$ cat src/rtl/sseg_scan_mux.sv
// -----------------------------------------------------------------------------
// sseg_scan_mux
//
// Time-multiplexed seven-segment display driver for NDIG digits with
// active-low anodes and segments. Each digit owns a slot of 2^DIV_W clk
// cycles. A full frame is NDIG slots. The driver adds per-digit blanking,
// PWM brightness within each slot, and double-buffered updates: a load is
// captured into a pending buffer and only committed to the active (displayed)
// buffer at the frame boundary. A frame never mixes old and new content.
//
// Parameters
//   NDIG   number of digits scanned (2..16)
//   DIV_W  prescaler width; one digit slot lasts 2^DIV_W cycles
//   BR_W   brightness code width (1..DIV_W)
//
// Ports
//   clk         clock
//   reset       asynchronous, active-high reset
//   load        single-cycle strobe; captures digits/blank/bright
//   digits      NDIG bytes; byte i = {dp, g..a}, active-low, passed through
//   blank       per-digit blank; 1 = digit dark
//   bright      duty code; 0 = off, all-ones = always on
//   an          active-low anode enables (registered, at most one low)
//   sseg        active-low segments (registered)
//   frame_tick  one-cycle pulse on the first cycle of each frame
//   pending     high while a captured load awaits commit
// -----------------------------------------------------------------------------
module sseg_scan_mux #(
  parameter int NDIG  = 8,
  parameter int DIV_W = 16,
  parameter int BR_W  = 4
) (
  input  logic                clk,
  input  logic                reset,
  input  logic                load,
  input  logic [NDIG*8-1:0]   digits,
  input  logic [NDIG-1:0]     blank,
  input  logic [BR_W-1:0]     bright,
  output logic [NDIG-1:0]     an,
  output logic [7:0]          sseg,
  output logic                frame_tick,
  output logic                pending
);

  localparam int              IDX_W    = $clog2(NDIG);
  localparam logic [IDX_W-1:0] LAST_IDX = IDX_W'(NDIG - 1);

  // ---------------------------------------------------------------------------
  // Scan counters
  // ---------------------------------------------------------------------------
  logic [DIV_W-1:0] p;
  logic [IDX_W-1:0] idx;
  logic             slot_end;   // last cycle of the current digit slot
  logic             commit;     // last cycle of the frame; buffers swap on this edge

  assign slot_end = &p;
  assign commit   = slot_end && (idx == LAST_IDX);

  // NOTE: sequential state uses non-blocking assignments so every flop
  // samples the pre-edge value of every other flop, regardless of the
  // order in which the simulator evaluates the always blocks.
  always_ff @(posedge clk or posedge reset) begin
    if (reset) begin
      p   <= '0;
      idx <= '0;
    end else begin
      p <= p + 1'b1;
      if (slot_end) begin
        // idx wraps explicitly because NDIG need not be a power of two.
        if (idx == LAST_IDX) idx <= '0;
        else                 idx <= idx + 1'b1;
      end
    end
  end

  // ---------------------------------------------------------------------------
  // Double buffer
  // ---------------------------------------------------------------------------
  logic [NDIG*8-1:0] pend_digits;
  logic [NDIG-1:0]   pend_blank;
  logic [BR_W-1:0]   pend_bright;

  logic [NDIG*8-1:0] act_digits;
  logic [NDIG-1:0]   act_blank;
  logic [BR_W-1:0]   act_bright;

  // NOTE: both buffers are plain flops with explicit reset values, not a
  // RAM. The active buffer resets to "all digits blank" so the display stays
  // dark until the first real commit, which a RAM without reset can't ensure.
  always_ff @(posedge clk or posedge reset) begin
    if (reset) begin
      pend_digits <= '0;
      pend_blank  <= '0;
      pend_bright <= '0;
      pending     <= 1'b0;
    end else begin
      // The last load before a commit wins.
      if (load) begin
        pend_digits <= digits;
        pend_blank  <= blank;
        pend_bright <= bright;
      end
      // A load on the commit edge goes straight to the active buffer below,
      // so it must not leave the pending flag set.
      if (commit)    pending <= 1'b0;
      else if (load) pending <= 1'b1;
    end
  end

  always_ff @(posedge clk or posedge reset) begin
    if (reset) begin
      act_digits <= '1;
      act_blank  <= '1;
      act_bright <= '1;
    end else if (commit) begin
      if (load) begin
        // Live inputs bypass the pending buffer so a load on the frame
        // boundary is visible in the frame that starts right now.
        act_digits <= digits;
        act_blank  <= blank;
        act_bright <= bright;
      end else if (pending) begin
        act_digits <= pend_digits;
        act_blank  <= pend_blank;
        act_bright <= pend_bright;
      end
    end
  end

  // ---------------------------------------------------------------------------
  // Brightness and output decode
  // ---------------------------------------------------------------------------
  logic [BR_W-1:0] ph;        // coarse phase within the slot
  logic            lit;
  logic            show;
  logic [7:0]      cur_digit;
  logic            cur_blank;
  logic [NDIG-1:0] an_d;
  logic [7:0]      sseg_d;

  assign ph = p[DIV_W-1 -: BR_W];

  // NOTE: every variable driven here gets a default at the top of the block,
  // so no path leaves it unassigned and no latch is inferred.
  always_comb begin
    cur_digit = 8'hFF;
    cur_blank = 1'b1;
    for (int i = 0; i < NDIG; i++) begin
      if (idx == IDX_W'(i)) begin
        cur_digit = act_digits[8*i +: 8];
        cur_blank = act_blank[i];
      end
    end

    // All-ones is forced on so the top code really means 100 % duty,
    // rather than (2^BR_W - 1) / 2^BR_W.
    lit  = (&act_bright) || (ph < act_bright);
    show = !cur_blank && lit;

    an_d   = '1;
    sseg_d = 8'hFF;
    for (int i = 0; i < NDIG; i++) begin
      if (show && (idx == IDX_W'(i))) an_d[i] = 1'b0;
    end
    if (show) sseg_d = cur_digit;
  end

  // Outputs are registered to give glitch-free pins; they lag (idx, p,
  // active buffer) by one cycle. frame_tick is the registered commit, so
  // it is high in the first cycle of the new frame and low after reset.
  always_ff @(posedge clk or posedge reset) begin
    if (reset) begin
      an         <= '1;
      sseg       <= 8'hFF;
      frame_tick <= 1'b0;
    end else begin
      an         <= an_d;
      sseg       <= sseg_d;
      frame_tick <= commit;
    end
  end

endmodule

$ cat config.mk
export PLATFORM = sky130hd
export DESIGN_NAME = sseg_scan_mux
export DESIGN_NICKNAME = d
export VERILOG_FILES = /design/src/rtl/sseg_scan_mux.sv
export SDC_FILE = /design/constraint.sdc
export NUM_CORES = 1
export LEC_CHECK = 0
export CORE_UTILIZATION = 51
export DETAILED_ROUTE_END_ITERATION = 6
export PLACE_DENSITY_LB_ADDON = 0.1
export SYNTH_ARGS = -nofsm -noshare
export SYNTH_HDL_FRONTEND = slang
export SYNTH_SLANG_ARGS = --single-unit
$ cat constraint.sdc
create_clock -name clk -period 8.95 [get_ports clk]
set_input_delay 2.685 -clock clk [delete_from_list [all_inputs] [get_ports clk]]
set_output_delay 2.685 -clock clk [all_outputs]
set_load 0.02 [all_outputs]
==> out/summary.txt <==
Outcome -> complete, no violations
Die height -> 126 um
Clock Power Share -> 42.0%
Yosys warns -> 0
I/O pins -> 97
Number of global-route vias before repair -> 4968
Die area -> 15900 um^2
Syn Nets -> 668
Max incr delay on CP -> 0.84 ns
DR vias -> 4728
R2R Path Start -> idx[2]$_DFFE_PP0P_
Post_cts resized -> 0
Max Used Layer -> met4
Tcrit/Tclk final -> 50.9%
Diode count -> 0
# setup viols final -> 0
WHS -> 0.493 ns
Multi-input gate area -> 2800 um^2
Netlist cell types -> 39
Max-cap violations -> 0
Die width -> 126 um
Gr usage total -> 21.2%
Hold Path Stages -> 1
CTS tree -> yes
WL per Instance -> 17.8 um
Layout cells sized above 1 -> 38.5%
Fin crit period -> 4.56 ns
Combinational Power Share -> 7.9%
Fmax achieved -> 220 MHz
Average size of a mapped cell -> 13.6 um^2
Worst path slowest cell -> buf_4
Synthesized area -> 7860 um^2
Final design utilization -> 63.2%
Kind of end point of the critical path -> flop
Critical Path RT -> 9.30 ns
Largest net degree at the start of global routing -> 105
CP top delay family -> buffers and inverters
First-pass DRT Iterations -> 5
Seq/Total Area, Yosys -> 61.6%
Setup bufs post-CTS -> 0
R2R Path End -> act_digits[26]$_DFFE_PP1P_
Slew Limit Fails -> 0
Worst Hold Path EP -> p[9]$_DFF_PP0_
CP Data Arrival Time -> 4.91 ns
Hold path startpoint -> p[9]$_DFF_PP0_
Reg clk slew, reported paths -> 0.06 ns
Clock buffer depth -> 2
DR iter-0 viols -> 357
RSZ-0062 raised after global routing -> false
GP Congestion -> 0.811
Buffers and inverters on the worst path -> 2
Met3 WL post-DR -> 629 um
EDFF count, synth -> 0
Reg power frac -> 50.1%
Setup TNS -> 0 ns
Num CTS Buffers -> 17
Nets -> 757
Worst Skew -> 0.0115 ns
Leakage power -> 0.00393 uW
Core area -> 15100 um^2
# fillers -> 1129
Post-Route WL -> 15500 um
Final hold violations -> 0
Worst R2R Path Depth -> 5
Critical path class -> in2reg
Switching power -> 397 uW
Antenna Nets Post-Route -> 0
Worst-path fanout max -> 87
Vias per cell -> 5.44
Gate Count Post-Synth -> 579
Peak VDD IR -> 0.148 mV
Final global-route overflow total -> 0
Top FF cell, synth -> dfrtp_1
Async SR Flop Fraction -> 100%
Met2 WL -> 7310 um
Slew @ Worst Pin -> 1.08 ns
Rows -> 45
Worst setup SP type -> input pin
Hold bufs inserted after CTS -> 0
Sink Count -> 189
Initial antenna violation count -> 0
Seq. cell area -> 4840 um^2
Headroom to the max-slew limit -> 27.9%
Crit-path cells -> buf_2 -> nor2_1 -> nor4_4 -> buf_4 -> mux2_2
H-tree Lvls -> 4
Sw frac -> 21.2%
Root Buffer -> clkbuf_16
Port-buffer cells -> 96
Power Dens Cells -> 196 nW/um^2
Drc violations -> 0
Clock latency on the worst-skew pair -> 0.43 ns
Hold/Removal Path Class -> reg2reg
Setup slack, reg-to-reg -> 5.38 ns
Initial Utilization -> 51.9%
Area growth, synth to finish -> 21.7%
Met1 WL -> 7330 um
First-pass GRT wire length -> 25700 um
Dpl hpwl -> 10300 um
Flop and latch count out of synthesis -> 189
Power Internal -> 1470 uW
## logic make-up after synthesis
| family | Yosys count | synth area share, % |
|---|---|---|
| DFF | 189 | 61.6 |
| muxes | 141 | 20.2 |
| and+or+nand+nor | 95 | 5.97 |
| AOI/OAI and AO/OA | 79 | 6.35 |
| buffers and inverters | 51 | 2.72 |
| xor gates and xnor gates | 14 | 1.56 |
| adders and majority gates | 10 | 1.59 |
## metal layers
metal | GRT usage, % | up-vias
li1 | - | 2234
met1 | 30.4 | 2362
met2 | 32.0 | 117
met3 | 4.04 | 15
met4 | 8.15 | 0
met5 | 0 | -
## cells in the mapped netlist, types with 2 or more instances
cell type,count,area (um^2)
a211o_1,2,17.5
a21oi_1,25,125
a221oi_1,2,17.5
a31oi_1,7,43.8
and3_1,8,50.1
buf_1,5,18.8
buf_2,9,45.0
clkbuf_1,14,52.6
clkinv_1,4,15.0
dfrtp_1,97,2430
dfstp_2,92,2420
ha_1,10,125
inv_1,17,63.8
mux2_1,8,90.1
mux2_2,133,1500
nand2_1,29,109
nand2b_1,4,25.0
nand3_1,24,120
nand3b_1,2,15.0
nand4_1,3,18.8
nor2_1,16,60.1
nor2b_1,2,12.5
nor3_1,3,15.0
o21ai_0,22,110
o221ai_1,15,131
xnor2_1,11,96.3
xor2_1,3,26.3
## state kept, by name, indices dropped and copies added, names as in the netlist
| signal | cells |
|---|---|
| idx | 3 |
| pending | 1 |
| pend_bright | 4 |
| act_digits | 64 |
| pend_blank | 8 |
| act_blank | 8 |
| pend_digits | 64 |
| frame_tick | 1 |
| act_bright | 4 |
| an | 8 |
| p | 16 |
| sseg | 8 |
## power groups by stage
stage          clock network [uW]  logic, uW  registers [uW]
3_5_place_dp                    0        151             952
6_report                      786        148             937
3_3_place_gp                    0        147             950
5_1_grt                       830        163             943
2_1_floorplan                   0       79.9             950
4_1_cts                       795        152             938
## stage by stage
step | total power [uW] | cells | instance area (um^2) | setup slack (ns)
after CTS | 1880 | 869 | 9570 | 4.42
after global routing | 1940 | 869 | 9570 | 4.20
after global placement | 1100 | 837 | 8950 | 4.04
after floorplan | 1030 | 579 | 7860 | 1.28
final | 1870 | 869 | 9570 | 4.39
after detailed placement | 1100 | 837 | 8950 | 3.96
## worst register-to-register path, delay by kind of cell (launching register included)
kind	cells	cell delay, ns
flops	1	0.56
simple gates	1	0.44
mux	1	0.50
buf+inv	2	1.49
fa+ha+maj	1	0.50
## worst max-delay path by stage
stage / from / endpoint / slack [ns] / depth (start not counted)
floorplan: reset / frame_tick$_DFF_PP0_ / 1.28 / 1
global placement: reset / pend_bright[1]$_DFFE_PP0P_ / 4.04 / 3
detailed placement: reset / pend_digits[56]$_DFFE_PP0P_ / 3.96 / 3
CTS: load / act_digits[26]$_DFFE_PP1P_ / 4.42 / 5
global route: reset / pend_digits[54]$_DFFE_PP0P_ / 4.20 / 3
finish: load / act_digits[26]$_DFFE_PP1P_ / 4.39 / 5
## final cells by class
cell class                 instances  area share, %
clock inverter                    12           1.77
multi-input combinational        339           29.3
tap                              188           2.46
clock buffer                      20           4.67
inverter                          21          0.876
sequential                       189           50.6
timing repair buffer             100           10.3
## cell usage in the layout, fill, tap and decap left out, types with 2 or more instances in the layout
| cell | n |
|---|---|
| a211o_1 | 2 |
| a21oi_1 | 25 |
| a221oi_1 | 2 |
| a31oi_1 | 7 |
| and3_1 | 8 |
| buf_4 | 4 |
| bufinv_16 | 4 |
| clkbuf_1 | 2 |
| clkbuf_16 | 17 |
| clkdlybuf4s50_1 | 95 |
| clkinv_1 | 4 |
| clkinv_2 | 5 |
| clkinvlp_4 | 2 |
| dfrtp_1 | 97 |
| dfstp_2 | 92 |
| ha_1 | 10 |
| inv_1 | 16 |
| mux2_1 | 8 |
| mux2_2 | 133 |
| nand2_1 | 29 |
| nand2b_1 | 4 |
| nand3_1 | 24 |
| nand3b_1 | 2 |
| nand4_1 | 3 |
| nor2_1 | 16 |
| nor2b_1 | 2 |
| nor3_1 | 3 |
| o21ai_0 | 22 |
| o221ai_1 | 15 |
| xnor2_1 | 11 |
| xor2_1 | 3 |
Power figures use the tool's default switching activity.
